$ cat src/rtl/mips_pkg.sv
// Shared MIPS datapath definitions: fetch FSM states, opcode constants and reset defaults.
package mips_pkg;

    typedef enum logic [1:0] {
        ST_IDLE   = 2'd0,
        ST_REQ    = 2'd1,
        ST_HOLD   = 2'd2,
        ST_SQUASH = 2'd3
    } fetch_state_e;

    localparam logic [31:0] NOP_WORD         = 32'h0000_0000;
    localparam logic [31:0] RESET_PC_DEFAULT = 32'h0000_0000;

    localparam logic [5:0] OP_RTYPE = 6'b000000;
    localparam logic [5:0] OP_LW    = 6'b100011;
    localparam logic [5:0] OP_SW    = 6'b101011;
    localparam logic [5:0] OP_BEQ   = 6'b000100;

    // Sequential instruction address; wraps modulo 2^32.
    function automatic logic [31:0] pc_plus4(input logic [31:0] pc);
        return pc + 32'd4;
    endfunction

endpackage

$ cat src/rtl/if_id_reg.sv
// IF/ID pipeline register. Flush wins over load; with neither, contents are held.
module if_id_reg
    import mips_pkg::*;
(
    input  logic        clk,
    input  logic        rst,
    input  logic        load,
    input  logic        flush,
    input  logic [31:0] instr_in,
    input  logic [31:0] pc4_in,
    output logic        valid,
    output logic [31:0] instr,
    output logic [31:0] pc4
);

    logic        valid_q, valid_d;
    logic [31:0] instr_q, instr_d;
    logic [31:0] pc4_q, pc4_d;

    // A flush only clears valid; the stale word is harmless once marked invalid.
    always_comb begin
        valid_d = valid_q;
        instr_d = instr_q;
        pc4_d   = pc4_q;
        if (flush) begin
            valid_d = 1'b0;
        end else if (load) begin
            valid_d = 1'b1;
            instr_d = instr_in;
            pc4_d   = pc4_in;
        end
    end

    always_ff @(posedge clk) begin
        if (rst) begin
            valid_q <= 1'b0;
            instr_q <= NOP_WORD;
            pc4_q   <= 32'h0000_0000;
        end else begin
            valid_q <= valid_d;
            instr_q <= instr_d;
            pc4_q   <= pc4_d;
        end
    end

    assign valid = valid_q;
    assign instr = instr_q;
    assign pc4   = pc4_q;

endmodule

$ cat src/rtl/if_stage.sv
// MIPS instruction-fetch stage: PC, fetch FSM, one-entry hold buffer and the IF/ID register.
module if_stage
    import mips_pkg::*;
#(
    parameter logic [31:0] RESET_PC = RESET_PC_DEFAULT
) (
    input  logic         clk,
    input  logic         rst,
    output logic         imem_req,
    output logic [31:0]  imem_addr,
    input  logic         imem_ready,
    input  logic [31:0]  imem_rdata,
    input  logic         stall,
    input  logic         branch_taken,
    input  logic [31:0]  branch_target,
    output logic         if_valid,
    output logic [31:0]  if_instr,
    output logic [31:0]  if_pc4,
    output logic [5:0]   instr_op,
    output fetch_state_e dbg_state
);

    // Handshake: a fetch completes in a cycle where imem_req=1 and imem_ready=1; while
    // imem_req=1 and imem_ready=0, imem_addr holds steady. imem_ready is ignored when imem_req=0.

    fetch_state_e state_q, state_d;
    logic [31:0]  fetch_pc_q, fetch_pc_d;
    logic [31:0]  squash_addr_q, squash_addr_d;
    logic [31:0]  hold_instr_q, hold_instr_d;
    logic [31:0]  hold_pc4_q, hold_pc4_d;

    logic         id_load;
    logic         id_flush;
    logic [31:0]  id_instr;
    logic [31:0]  id_pc4;

    always_comb begin
        state_d       = state_q;
        fetch_pc_d    = fetch_pc_q;
        squash_addr_d = squash_addr_q;
        hold_instr_d  = hold_instr_q;
        hold_pc4_d    = hold_pc4_q;
        id_load       = 1'b0;
        id_flush      = 1'b0;
        id_instr      = imem_rdata;
        id_pc4        = pc_plus4(fetch_pc_q);
        imem_req      = 1'b0;
        imem_addr     = fetch_pc_q;

        case (state_q)
            ST_IDLE: state_d = ST_REQ;

            ST_REQ: begin
                imem_req = 1'b1;
                if (branch_taken) begin
                    id_flush   = 1'b1;
                    fetch_pc_d = branch_target;
                    if (!imem_ready) begin
                        // The in-flight request must finish at its original address.
                        squash_addr_d = fetch_pc_q;
                        state_d       = ST_SQUASH;
                    end
                end else if (imem_ready) begin
                    fetch_pc_d = pc_plus4(fetch_pc_q);
                    if (stall && if_valid) begin
                        hold_instr_d = imem_rdata;
                        hold_pc4_d   = pc_plus4(fetch_pc_q);
                        state_d      = ST_HOLD;
                    end else begin
                        id_load = 1'b1;
                    end
                end else if (!stall) begin
                    id_flush = 1'b1;
                end
            end

            ST_HOLD: begin
                if (branch_taken) begin
                    id_flush   = 1'b1;
                    fetch_pc_d = branch_target;
                    state_d    = ST_REQ;
                end else if (!stall) begin
                    id_load  = 1'b1;
                    id_instr = hold_instr_q;
                    id_pc4   = hold_pc4_q;
                    state_d  = ST_REQ;
                end
            end

            ST_SQUASH: begin
                imem_req  = 1'b1;
                imem_addr = squash_addr_q;
                id_flush  = 1'b1;
                if (branch_taken) begin
                    fetch_pc_d = branch_target;
                end
                if (imem_ready) begin
                    state_d = ST_REQ;
                end
            end

            default: state_d = ST_IDLE;
        endcase
    end

    always_ff @(posedge clk) begin
        if (rst) begin
            state_q       <= ST_IDLE;
            fetch_pc_q    <= RESET_PC;
            squash_addr_q <= RESET_PC;
            hold_instr_q  <= NOP_WORD;
            hold_pc4_q    <= 32'h0000_0000;
        end else begin
            state_q       <= state_d;
            fetch_pc_q    <= fetch_pc_d;
            squash_addr_q <= squash_addr_d;
            hold_instr_q  <= hold_instr_d;
            hold_pc4_q    <= hold_pc4_d;
        end
    end

    if_id_reg u_if_id_reg (
        .clk      (clk),
        .rst      (rst),
        .load     (id_load),
        .flush    (id_flush),
        .instr_in (id_instr),
        .pc4_in   (id_pc4),
        .valid    (if_valid),
        .instr    (if_instr),
        .pc4      (if_pc4)
    );

    assign instr_op  = if_instr[31:26];
    assign dbg_state = state_q;

endmodule

$ cat config.mk
export PLATFORM = sky130hd
export DESIGN_NAME = if_stage
export DESIGN_NICKNAME = d
export VERILOG_FILES = /design/src/rtl/mips_pkg.sv /design/src/rtl/if_id_reg.sv /design/src/rtl/if_stage.sv
export SDC_FILE = /design/constraint.sdc
export NUM_CORES = 1
export LEC_CHECK = 0
export CAP_MARGIN = 20
export CORE_UTILIZATION = 55
export CTS_BUF_LIST = sky130_fd_sc_hd__clkbuf_2
export CTS_CLUSTER_DIAMETER = 200
export DETAILED_ROUTE_END_ITERATION = 8
export DONT_BUFFER_PORTS = 1
export PLACE_DENSITY = 0.7
export SLEW_MARGIN = 20
export SYNTH_ARGS = -nofsm -noshare
export SYNTH_HDL_FRONTEND = slang
export SYNTH_HIERARCHICAL = 1
export SYNTH_SLANG_ARGS = --single-unit
$ cat constraint.sdc
create_clock -name clk -period 3.4 [get_ports clk]
set_clock_uncertainty 0.2 [all_clocks]
set_input_delay 0.51 -clock clk [delete_from_list [all_inputs] [get_ports clk]]
set_output_delay 0.51 -clock clk [all_outputs]
set_load 0.005 [all_outputs]
Yosys cells after proc, flatten, opt, wreduce, memory -nomap -nowiden
Cells that the tools add are included.
{"block": "op_classes", "add_sub_neg": 1, "eq_ne": 9, "mux": 30, "n_bitwise": 3, "n_reduce_logical": 11}
{"operator": "2-to-1 mux 32 bit", "n": 10}
{"operator": "case mux 32 bit (2 select lines)", "n": 1}
{"operator": "adder 32 x 3 -> 32 bit (second input constant)", "n": 1}
{"operator": "2-to-1 mux 2 bit", "n": 7}
{"operator": "inequality test 3 bit (second input constant)", "n": 4}
{"operator": "2-to-1 mux 1 bit", "n": 9}
{"operator": "case mux 2 bit (4 select lines)", "n": 1}
{"operator": "AND reduction 3 bit", "n": 2}
{"operator": "OR reduction 2 bit", "n": 3}
{"operator": "AND reduction 5 bit", "n": 1}
{"operator": "== test 2 bit (second input constant)", "n": 2}
{"operator": "AND reduction 4 bit", "n": 1}
{"operator": "inverter 1 bit", "n": 3}
{"operator": "case mux 1 bit (3 select lines)", "n": 1}
{"operator": "== test 2 x 1 -> 1 bit (second input constant)", "n": 1}
{"operator": "zero test 2 bit", "n": 1}
{"operator": "inequality test 2 x 1 -> 1 bit (second input constant)", "n": 1}
{"operator": "inequality test 2 bit (second input constant)", "n": 1}
{"operator": "case mux 1 bit (2 select lines)", "n": 1}
{"operator": "AND reduction 2 bit", "n": 1}
{"operator": "nonzero test 2 bit", "n": 1}
{"operator": "logical AND 1 bit", "n": 1}
{"block": "word_totals", "register_bits": 195, "inputBits": 69, "output_inout_bits": 106, "wordCells": 62}

Depth between registers and ports, before layout
{"block": "logic_depth", "word_depth": 6, "ltp_mapped": 11, "mapped_depth_nobuf": 8}

By module
Netlist, hierarchy kept.
{"mod": "if_stage", "instances": 1, "cells_per_inst": 900, "area_per_inst_um2": 6942.9, "seq_area_each_um2": 2602.5}
{"mod": "if_id_reg", "instances": 1, "cells_per_inst": 295, "area_per_inst_um2": 3194.3, "seq_area_each_um2": 1301.2}

Worst setup path before layout
No wires, ideal clock.
{"block": "synth_timing", "path_kind": "register to register", "from": "register state_q[1], in the netlist dbg_state[1]", "to": "register u_if_id_reg.instr_q[31], in the netlist u_if_id_reg/instr[31]", "t_arrival_ns": 2.415, "slack_ns": 0.669, "stages_incl_launch_ff": 11, "n_path_buf": 5, "path_cell_list": "dfxtp_1 -> ha_1 -> or3b_2 -> clkbuf_1 -> buf_2 -> clkbuf_1 -> a21boi_0 -> nor2b_2 -> buf_6 -> buf_6 -> o21ai_2"}
{"block": "synth_via", "word_cells_on_any_way": 8}
{"item": "from (decl)", "line_no": "if_stage.sv:26", "rtl": "fetch_state_e state_q, state_d;"}
{"item": "from (signal assigned)", "line_no": "if_stage.sv:114", "rtl": "state_q <= state_d;"}
{"item": "== test 2 bit / == test 2 x 1 -> 1 bit (equally long branches)", "line_no": "if_stage.sv:50", "rtl": "case (state_q)"}
{"item": "case mux 1 bit (2 select lines) (*)", "line_no": "if_stage.sv:50"}
{"item": "via id_load", "line_no": "if_stage.sv:32", "rtl": "logic id_load;"}
{"item": "AND reduction 2 bit (no source line) (*)"}
{"item": "to (signal assigned)", "line_no": "if_id_reg.sv:41", "rtl": "instr_q <= instr_d;"}
{"item": "to (decl)", "line_no": "if_id_reg.sv:17", "rtl": "logic [31:0] instr_q, instr_d;"}
Mark *: on every way through the listed nets, which the timed path passes. The rest lies on a longest branch.
A chain may end at the register's enable or synchronous reset.

Worst setup path in the final report
{"block": "layout_timing", "from": "register state_q[1], in the netlist dbg_state[1]", "to": "output port imem_addr[27]"}
{"block": "layout_via", "elab_chain_cells": 2}
{"item": "== test 2 bit", "line_no": "if_stage.sv:50"}
{"item": "2-to-1 mux 32 bit", "line_no": "if_stage.sv:50"}
{"item": "to (decl)", "line_no": "if_stage.sv:10", "rtl": "output logic [31:0] imem_addr,"}
Every way passes these cells.

==> summary.txt <==
Clock network
  • Root Buffer: clkbuf_2
  • CTS sink count: 195
  • Clock Latency Late Sink: 0.79 ns
  • CTS clk-pin slew, worst paths: 0.32 ns
  • CTS Buffer Depth: 2
  • H-tree depth: 4
  • CTS tree: yes
  • TritonCTS Buffers: 17
  • Post-CTS Setup Bufs: 0

Floorplan
  • Top Ports: 175
  • Die width: 138 microns
  • Die area: 0.0190 sq mm
  • Starting Density: 56.2%
  • Core ar.: 0.0180 sq mm
  • Die height: 138 microns
  • Num rows: 49

Job
  • Maximum Capacitance Violations: 0

Power and ir drop
  • Sequential share of power: 56.2%
  • Combinational Power Share: 16.3%
  • Leakage: 3.96 nW
  • Total power: 0.00437 W
  • Psw: 0.00138 W
  • VDD IR max: 0.240 mV
  • Clock power share: 27.5%
  • Pwr dens: 382 mW/mm^2
  • P_int: 0.00299 W
  • Sw Share: 31.5%

Synthesis
  • Post-synth ARST share: 0%
  • Syn Area/Cell: 8.48 sq um
  • Multiplexer share of the synthesized area: 6.85%
  • Syn nets: 1,269
  • Post-synth top area share: 38.5%
  • Register area share after synthesis: 38.5%
  • Xor and xnor area share after synthesis: 2.42%
  • Synthesized area: 0.0101 sq mm
  • Main combinational cell family by area after synthesis: simple AND/OR/NAND/NOR gates
  • Area contributors post-synth: dfxtp_1 39%, nand4bb_1 7.1%, nand2_1 6.7%, mux2_2 6.6%, a21oi_1 5.9%
  • Synth Area in Compound Gates: 18.1%
  • Synth area leader: dfxtp_1
  • Adder-cell share of the synthesized area: 0.617%
  • Synthesis Warnings: 6
  • Simple-gate share of the synthesized area: 27.2%
  • Top FF cell, synth: dfxtp_1
  • #FFs+latches synth: 195
  • Synth Instances: 1,195
  • Distinct cells, synth: 64
  • Post-synth EDFFs: 0

Cells and area
  • Nets: 1,294
  • Most frequent cells in the layout: 195 x dfxtp_1, 180 x nand2_1, 120 x a21oi_1
  • Proportion of layout cells with a drive suffix above 1: 15.1%
  • Layout Utilization: 63.4%
  • Commonest non-fill, non-tap cell in the layout: dfxtp_1
  • Area growth, synth to finish: 12.8%
  • Layout Cells excl Fill: 1,464

Drt
  • Via-to-Cell Ratio: 5.92
  • DRC Markers: 0
  • WL per Instance: 18.1 microns
  • Antenna-violating nets left: 0
  • Post-Route WL: 26,500 microns
  • DRT iter0 DRCs: 588
  • Drt first pass iters: 7
  • Via count: 8,660

Setup path
  • R2r setup slk: 0.20 ns
  • Slowest CP cell: dfxtp_1
  • Critical path, cell by cell: ha_2, buf_4, mux2_2
  • R2r endpoint: fetch_pc_q[19]
  • R2R Path Start: dbg_state[0]
  • Critical Path RT: 2.69 ns
  • Worst EP arrival: 2.54 ns
  • CP delay by family, top: flip-flops
  • CP startpoint kind: flop
  • Setup CP Type: flop to primary output
  • Maximum fanout along the worst path: 23
  • CP peak stage delay: 0.63 ns
  • Crit end category: primary output
  • Worst Path Buf+Inv: 1
  • Reg2Reg Depth: 7

Global route
  • First-pass GRT wire length: 40,900 microns
  • GRT overflow: 0
  • Total GRT Usage: 27.6%
  • Largest net degree at the start of global routing: 228
  • Vias in the first global route: 7,901
  • Initial antenna violation count: 2

STA
  • Final setup fails: 0
  • Final min period: 3.25 ns
  • Final hold vios: 0
  • Max frequency: 308 MHz
  • Crit share post-route: 95.5%
  • Slew at the pin with the worst max-slew slack: 0.877 ns
  • Worst slew margin: 41.4%
  • Pins Over Slew Limit: 0
  • Unrepaired setup endpoints after global routing: false
  • Final TNS setup: 0 ns

Placement
  • Routability cong.: 0.888
  • Placed cell count: 1,318
  • HPWL after DPL: 15,900 microns
  • # port buffers: 0

Hold path
  • HP Start: rst
  • Hold depth: 2
  • Hold path endpoint: u_if_id_reg/valid
  • Worst hold path class: input port to flop

Status
  • Status: finished clean
per-layer routing:
metal / track usage, % / wire, microns / vias up
li1: - / - / 4237
met1: 37.7 / 12100 / 4134
met2: 42.2 / 12200 / 266
met3: 7.21 / 1980 / 23
met4: 8.64 / 333 / 0
met5: 0 / 0 / -
cells by family after synthesis:
family | Yosys count
multiplexers | 62
AO/OA/AOI/OAI | 280
flip-flops | 195
buffers and inverters | 133
XOR/XNOR | 28
adder cells (fa/ha/maj) | 5
AND/OR/NAND/NOR | 492
sequential cells by signal, indices dropped and copies added, names as in the netlist:
signal / count
hold_pc4_q: 32
u_if_id_reg/instr: 32
u_if_id_reg/valid: 1
fetch_pc_q: 32
dbg_state: 2
hold_instr_q: 32
squash_addr_q: 32
u_if_id_reg/pc4: 32
worst max-delay path by stage:
| stage | start | end | slack, ns | cells past startpoint |
|---|---|---|---|---|
| finish | dbg_state[1] | imem_addr[27] | 0.15 | 3 |
| CTS | dbg_state[1] | imem_addr[27] | 0.13 | 3 |
| floorplan | dbg_state[1] | u_if_id_reg/instr[31] | 0.67 | 10 |
| detailed placement | dbg_state[0] | fetch_pc_q[23] | 0.67 | 6 |
| global route | dbg_state[1] | imem_addr[27] | 0.01 | 3 |
| global placement | dbg_state[0] | fetch_pc_q[23] | 0.72 | 6 |
synth_stat cells (all sizes together), types with 12 or more instances:
master,number
a21oi,120
o21ai,82
inv,12
xnor2,19
nand2,180
mux2,59
nor3,14
nand2b,69
nand4,13
a211oi,30
buf,58
clkbuf,63
nand4bb,64
dfxtp,195
nand3,21
nor2,96
power groups by stage:
stage	Clock (W)	Combinational (W)	Sequential [W]
finish	0.00120	0.000712	0.00246
global route	0.00132	0.000768	0.00247
CTS	0.00124	0.000698	0.00245
detailed placement	0	0.000561	0.00249
global placement	0	0.000555	0.00249
floorplan	0	0.000514	0.00244
final cells by class:
cell class                 instances  area [sq um]
clock inverter                    15           164
tap                              229           287
antenna                            2          5.00
timing repair buffer             127          1290
sequential                       195          3900
inverter                          12          45.0
multi-input combinational        867          5660
clock buffer                      17          85.1
fill                            1620          6590
metrics by stage:
step	hold WS, ns	area, sq um	worst slack, ns
4_1_cts	0.000712	11400	0.129
3_5_place_dp	0.239	10000	0.674
5_1_grt	0.00452	11400	0.0122
2_1_floorplan	0.232	10100	0.669
3_3_place_gp	0.232	10000	0.722
6_report	0.0828	11400	0.154
repair_timing:
action / 4_1_cts / 5_1_grt
setup endpoints to repair: 0 / 3
resized for setup: 0 / 1
endpoints found under the hold margin: 195 / 2
hold buffers: 111 / 1
Power figures use the tool's default switching activity.
